## src/rtl/ahb_master_burst_ctrl.sv

```systemverilog
// AHB master burst sequencer: takes one burst command, arbitrates for the bus and
// drives pipelined address/data phases, handling grant loss, wait states and ERROR.
module ahb_master_burst_ctrl #(
  parameter int ADDR_W = 32,
  parameter int DATA_W = 32
) (
  input  logic              Hclk,
  input  logic              Hreset,
  input  logic              cmd_valid,
  output logic              cmd_ready,
  input  logic [ADDR_W-1:0] cmd_addr,
  input  logic              cmd_write,
  input  logic [2:0]        cmd_burst,
  input  logic [2:0]        cmd_size,
  input  logic [4:0]        cmd_len,
  input  logic [DATA_W-1:0] wdata,
  output logic              wdata_ack,
  output logic [DATA_W-1:0] rdata,
  output logic              rdata_valid,
  output logic              done,
  output logic              done_err,
  output logic              Hbusreq,
  input  logic              Hgrant,
  input  logic              Hready,
  input  logic [1:0]        Hresp,
  input  logic [DATA_W-1:0] Hrdata,
  output logic [1:0]        Htrans,
  output logic [ADDR_W-1:0] Haddr,
  output logic [2:0]        Hburst,
  output logic [2:0]        Hsize,
  output logic              Hwrite,
  output logic [DATA_W-1:0] Hwdata
);

  localparam logic [1:0] TR_IDLE    = 2'b00;
  localparam logic [1:0] TR_NONSEQ  = 2'b10;
  localparam logic [1:0] TR_SEQ     = 2'b11;
  localparam logic [1:0] RESP_ERROR = 2'b01;
  localparam logic [2:0] BURST_INCR = 3'b001;
  localparam logic [ADDR_W-1:0] ADDR_ONE = {{(ADDR_W-1){1'b0}}, 1'b1};

  typedef enum logic [2:0] {S_IDLE, S_REQ, S_ADDR, S_LAST, S_GAP} state_t;

  state_t            state_reg, state_next;
  logic [ADDR_W-1:0] addr_reg;
  logic [ADDR_W-1:0] mask_reg;
  logic              wrap_reg;
  logic [2:0]        burst_reg;
  logic [2:0]        size_reg;
  logic              write_reg;
  logic [4:0]        addr_left_reg;
  logic [4:0]        data_left_reg;
  logic              first_reg;
  logic              dp_pending_reg;

  function automatic logic [4:0] beat_count(input logic [2:0] burst, input logic [4:0] len);
    case (burst)
      3'b000:         beat_count = 5'd1;
      3'b001:         beat_count = (len == 5'd0) ? 5'd1 : len;
      3'b010, 3'b011: beat_count = 5'd4;
      3'b100, 3'b101: beat_count = 5'd8;
      default:        beat_count = 5'd16;
    endcase
  endfunction

  logic [4:0]        cmd_beats;
  logic              cmd_wrap;
  logic [ADDR_W-1:0] cmd_mask;
  logic              accept;

  assign cmd_beats = beat_count(cmd_burst, cmd_len);
  assign cmd_wrap  = (cmd_burst[0] == 1'b0) && (cmd_burst != 3'b000);
  assign cmd_mask  = ({{(ADDR_W-5){1'b0}}, cmd_beats} << cmd_size) - ADDR_ONE;
  assign accept    = (state_reg == S_IDLE) && cmd_valid;

  // An ERROR response on the pending data phase suppresses everything on the address side.
  logic resp_err, data_fire, err_end, addr_fire;
  assign resp_err  = dp_pending_reg && (Hresp == RESP_ERROR);
  assign data_fire = dp_pending_reg && Hready && !resp_err;
  assign err_end   = dp_pending_reg && Hready && resp_err;
  assign addr_fire = (state_reg == S_ADDR) && Hready && !resp_err;

  logic [ADDR_W-1:0] addr_inc, addr_adv;
  assign addr_inc = addr_reg + (ADDR_ONE << size_reg);

  // Wrapping bursts keep every address bit above the wrap boundary.
  generate
    for (genvar gi = 0; gi < ADDR_W; gi++) begin : g_addr_adv
      assign addr_adv[gi] = (wrap_reg && !mask_reg[gi]) ? addr_reg[gi] : addr_inc[gi];
    end
  endgenerate

  assign wdata_ack   = data_fire && write_reg;
  assign rdata_valid = data_fire && !write_reg;
  assign rdata       = rdata_valid ? Hrdata : '0;
  assign done        = (data_fire && (data_left_reg == 5'd1)) || err_end;
  assign done_err    = err_end;
  assign Haddr       = addr_reg;
  assign Hburst      = burst_reg;
  assign Hsize       = size_reg;
  assign Hwrite      = write_reg;
  assign Hwdata      = (dp_pending_reg && write_reg) ? wdata : '0;

  always_comb begin
    state_next = state_reg;
    cmd_ready  = 1'b0;
    Hbusreq    = 1'b0;
    Htrans     = TR_IDLE;
    case (state_reg)
      S_IDLE: begin
        cmd_ready = 1'b1;
        if (cmd_valid) state_next = S_REQ;
      end
      S_REQ: begin
        Hbusreq = 1'b1;
        if (Hgrant && Hready) state_next = S_ADDR;
      end
      S_ADDR: begin
        Hbusreq = (addr_left_reg > 5'd1) && !resp_err;
        if (!resp_err) Htrans = first_reg ? TR_NONSEQ : TR_SEQ;
        if (addr_fire) begin
          if (addr_left_reg == 5'd1) state_next = S_LAST;
          else if (!Hgrant)          state_next = S_GAP;
        end
      end
      S_GAP: begin
        Hbusreq = !resp_err;
        if (data_fire) state_next = S_REQ;
      end
      default: ;
    endcase
    if (done) state_next = S_IDLE;
  end

  always_ff @(posedge Hclk) begin
    if (Hreset) begin
      state_reg      <= S_IDLE;
      addr_reg       <= '0;
      mask_reg       <= '0;
      wrap_reg       <= 1'b0;
      burst_reg      <= 3'b000;
      size_reg       <= 3'b000;
      write_reg      <= 1'b0;
      addr_left_reg  <= 5'd0;
      data_left_reg  <= 5'd0;
      first_reg      <= 1'b0;
      dp_pending_reg <= 1'b0;
    end else begin
      state_reg <= state_next;
      if (accept) begin
        addr_reg       <= cmd_addr;
        mask_reg       <= cmd_mask;
        wrap_reg       <= cmd_wrap;
        burst_reg      <= cmd_burst;
        size_reg       <= cmd_size;
        write_reg      <= cmd_write;
        addr_left_reg  <= cmd_beats;
        data_left_reg  <= cmd_beats;
        first_reg      <= 1'b1;
        dp_pending_reg <= 1'b0;
      end else begin
        if (addr_fire) begin
          addr_reg      <= addr_adv;
          addr_left_reg <= addr_left_reg - 5'd1;
          first_reg     <= 1'b0;
          // Lost the bus mid-burst: the remainder restarts as an undefined-length INCR.
          if (!Hgrant && (addr_left_reg != 5'd1)) begin
            first_reg <= 1'b1;
            burst_reg <= BURST_INCR;
          end
        end
        if (data_fire) data_left_reg <= data_left_reg - 5'd1;
        if (addr_fire)                 dp_pending_reg <= 1'b1;
        else if (data_fire || err_end) dp_pending_reg <= 1'b0;
      end
    end
  end

endmodule

```

## config.mk

```make
export PLATFORM = sky130hd
export DESIGN_NAME = ahb_master_burst_ctrl
export DESIGN_NICKNAME = d
export VERILOG_FILES = /design/src/rtl/ahb_master_burst_ctrl.sv
export SDC_FILE = /design/constraint.sdc
export NUM_CORES = 1
export LEC_CHECK = 0
export CAP_MARGIN = 25
export CORE_ASPECT_RATIO = 1.5
export CORE_UTILIZATION = 39
export CTS_CLUSTER_DIAMETER = 40
export DETAILED_ROUTE_END_ITERATION = 16
export GPL_ROUTABILITY_DRIVEN = 0
export PLACE_DENSITY = 0.78
export SLEW_MARGIN = 10
export SYNTH_ARGS = -nofsm -noshare
export SYNTH_HDL_FRONTEND = slang
export SYNTH_SLANG_ARGS = --single-unit
```

## constraint.sdc

```tcl
create_clock -name Hclk -period 3.05 [get_ports Hclk]
set_clock_uncertainty 0.1 [all_clocks]
set_input_delay 0.7625 -clock Hclk [delete_from_list [all_inputs] [get_ports Hclk]]
set_output_delay 0.7625 -clock Hclk [all_outputs]
set_load 0.02 [all_outputs]
```

==> results by group <==
Outcome
  • Status: complete, no violations

Worst setup path
  • Critical Path Start Type: primary input
  • CP delay by family, top: simple AND/OR/NAND/NOR gates
  • Cell Chain, Critical Path: clkdlybuf4s50_1, or4bb_1, a21oi_1, mux2_4, a21oi_4, nand3_2, buf_4, nor3_1, ha_1, a211oi_1
  • Critical path destination: mask_reg[11]
  • Worst reg2reg path depth: 10
  • WP data required: 3.20 ns
  • Crit path arrival time: 3.17 ns
  • Buf/Inv on CP: 2
  • WP depth: 10
  • Worst-path fanout max: 3
  • Setup crit start: cmd_burst[1]
  • CP Class: in2reg
  • Slowest-stage cell, CP: or4bb_1
  • RR Endpoint: Haddr[30]
  • Setup crit end kind: flip-flop
  • Max stage delay on crit path: 0.59 ns
  • Flop-to-flop setup slack: 0.12 ns
  • R2R Path Start: Hsize[0]

Timing
  • RSZ-0062 raised after global routing: yes
  • Slew Viols, Final: 0
  • Final worst slack: 0.03315 ns
  • Fin. Hold Viols: 0
  • Final Setup Violations: 0
  • Slew of the pin with the lowest slew margin: 0.6871 ns
  • Setup TNS: 0 ns
  • Max-slew headroom: 53.61%
  • Fmax achieved: 0.3315 GHz
  • Period utilisation layout: 98.91%
  • Final min period: 3.017 ns

GRT
  • Tot GR Track Use: 26.12%
  • Grt total ovfl: 0
  • First-pass GRT wire length: 29,500 um
  • Number of global-route vias before repair: 5,923
  • Largest net degree at the start of global routing: 57
  • Initial antenna violation count: 0

Power and ir drop
  • VDD IR-drop max: 0.2799 mV
  • Internal Power: 2.821 mW
  • Comb pwr share: 44.7%
  • Switching Fraction: 38.69%
  • PD cells: 542.6 nW/um2
  • Tot Pwr: 4.602 mW
  • Leak pwr: 3.651 nW
  • Reg power frac: 32.9%
  • Clock share of power: 22.5%
  • Sw power: 1.780 mW

Synth
  • Post-synth EDFFs: 0
  • Synth top area cells: dfxtp_1 (30%), and3_1 (5.4%), a21oi_1 (5.1%)
  • Synthesized area per cell: 7.655 um2
  • Syn_nets: 816
  • Post-synthesis cell area: 5251 um2
  • Async set-or-reset flop fraction in the synthesized netlist: 0%
  • Post-synthesis sequential area ratio: 29.74%
  • Distinct cells, synth: 70
  • Top FF cell, synth: dfxtp_1
  • Synth Instances: 686
  • Synth area leader: dfxtp_1
  • Yosys top cell area share: 29.74%
  • Count of state elements after synthesis: 78
  • Ys Warns: 0

Floorplanning
  • Die X: 96.75 um
  • IO Pins: 226
  • Die height: 144.1 um
  • Starting Density: 40.14%
  • Row Count: 51
  • Core area: 13,080 um2
  • Die area: 13,940 um2

Layout
  • Layout filler cell count: 1,168
  • Area taken by multi-input logic gates: 3458 um2
  • Commonest non-fill, non-tap cell in the layout: clkdlybuf4s50_1
  • Commonest non-fill, non-tap cells in the layout: clkdlybuf4s50_1 (179), buf_4 (94), dfxtp_1 (77)
  • Max reg flops: 32
  • N_diodes: 0
  • Layout cells sized above 1: 18.75%
  • Storage element area: 1563 um2
  • Util after Layout: 64.83%
  • Layout area overhead: 61.50%
  • Final #Nets: 1,101

Routing
  • Final wirelength: 18,800 um
  • Vias: 6,305
  • Wire per inst: 16.56 um
  • DR vias/cell: 5.555
  • First DRT Iteration DRCs: 294
  • Drt drc: 0
  • DR pass1 iterations: 5
  • Routed Antenna Nets: 0

Clock network
  • CTS sink count: 78
  • Max clock buf depth: 2
  • Number of buffers created by CTS: 9
  • CTS HTree Levels: 3
  • CTS tree: built
  • Clock-pin slew on the worst setup and hold paths: 0.06 ns
  • Root buf cell: clkbuf_16
  • Later-pin clock latency in the skew report: 0.34 ns

Place
  • Dpl hpwl: 14,610 um
  • Port bufs: 225
  • Pre-CTS WS: -0.4498 ns

Hold path
  • Worst Hold Class: reg2reg

Run
  • Max-cap viol count: 0
## cell families (layout without fill, tap and decap cells)
| group | Yosys count | after routing | synth area share [%] |
|---|---|---|---|
| AOI/OAI and AO/OA | 186 | 186 | 24.49 |
| xor gates and xnor gates | 31 | 31 | 5.170 |
| adders and majority gates | 15 | 15 | 3.717 |
| buffers and inverters | 74 | 364 | 5.480 |
| DFF | 78 | 78 | 29.74 |
| muxes | 4 | 4 | 0.9053 |
| and+or+nand+nor | 298 | 298 | 30.50 |
## power groups by stage
| stage | logic (mW) | registers [mW] | clock network, mW |
|---|---|---|---|
| 6_report | 2.06 | 1.51 | 1.03 |
| 5_1_grt | 2.24 | 1.54 | 1.09 |
| 4_1_cts | 2.04 | 1.50 | 1.04 |
| 3_5_place_dp | 2.04 | 1.52 | 0 |
| 3_3_place_gp | 2.01 | 1.51 | 0 |
| 2_1_floorplan | 1.01 | 1.61 | 0 |
## layout make-up
type / count / area share (%)
clock buffers: 11 / 2.980
clock inverters: 5 / 0.4869
inverters: 26 / 1.151
multi-input cells: 534 / 40.78
flip-flops and latches: 78 / 18.43
well taps: 159 / 2.346
repair buffers: 322 / 33.83
## worst min-delay path by stage
stage,cells past startpoint,from,slack (ns),to
2_1_floorplan,1,mask_reg[28],0.32,mask_reg[28]
3_3_place_gp,2,mask_reg[23],0.33,mask_reg[23]
3_5_place_dp,2,mask_reg[23],0.34,mask_reg[23]
4_1_cts,2,mask_reg[23],0.35,mask_reg[23]
5_1_grt,2,mask_reg[27],0.37,mask_reg[27]
6_report,2,mask_reg[23],0.34,mask_reg[23]
## cells in the mapped netlist, types with 3 or more instances
cell	count
dfxtp_1	78
nor2_1	57
nand2_1	55
a21oi_1	54
and3_1	45
and2_1	41
clkbuf_1	41
inv_1	26
a211oi_1	24
o21ai_0	22
nor3_1	19
nand3_1	18
nand4_1	16
xnor2_1	16
xor2_1	15
ha_1	14
o211ai_1	13
a21o_1	10
a31oi_1	6
nor3b_1	6
nor4_1	6
o21a_1	6
and4_1	5
buf_2	5
nand2b_1	5
o2111ai_1	5
o311ai_0	5
or3_1	5
a311oi_1	4
o22ai_1	4
a221oi_1	3
and3b_1	3
nor2b_1	3
or3b_2	3
## routing by layer
| layer | wire [um] | GRT usage [%] | up-vias | share of wire [%] |
|---|---|---|---|---|
| met5 | 0 | 0 | - | 0 |
| li1 | - | - | 3077 | - |
| met1 | 7264 | 27.90 | 2938 | 39 |
| met3 | 1100 | 5.365 | 52 | 5.9 |
| met2 | 9772 | 49.18 | 238 | 52 |
| met4 | 659 | 11.86 | 0 | 3.5 |
## what timing repair did
| item | 4_1_cts | 5_1_grt |
|---|---|---|
| setup endpoints to repair | 46 | 59 |
| resized for setup | 132 | 41 |
| buffers inserted | 0 | 1 |
| gates cloned | 0 | 1 |
| pin swaps | 1 | 10 |
| hold buffers | 0 | 0 |
## worst reg2reg max path: cells and delay by family, from the launching register on
| kind | cells | cell delay (ns) |
|---|---|---|
| adders and majority gates | 1 | 0.39 |
| buffers and inverters | 1 | 0.17 |
| AOI/OAI and AO/OA | 5 | 0.82 |
| DFF | 1 | 0.38 |
| and+or+nand+nor | 3 | 1.00 |
## stage by stage
| step | std cells | hold slack [ns] | area [um2] |
|---|---|---|---|
| floorplan | 686 | 0.3176 | 5258 |
| finish | 1135 | 0.3427 | 8481 |
| CTS | 1133 | 0.3459 | 8457 |
| global placement | 1117 | 0.3314 | 8267 |
| global route | 1135 | 0.3716 | 8481 |
| detailed placement | 1117 | 0.3369 | 8267 |
Note: power is estimated with default switching activity, not from simulation.
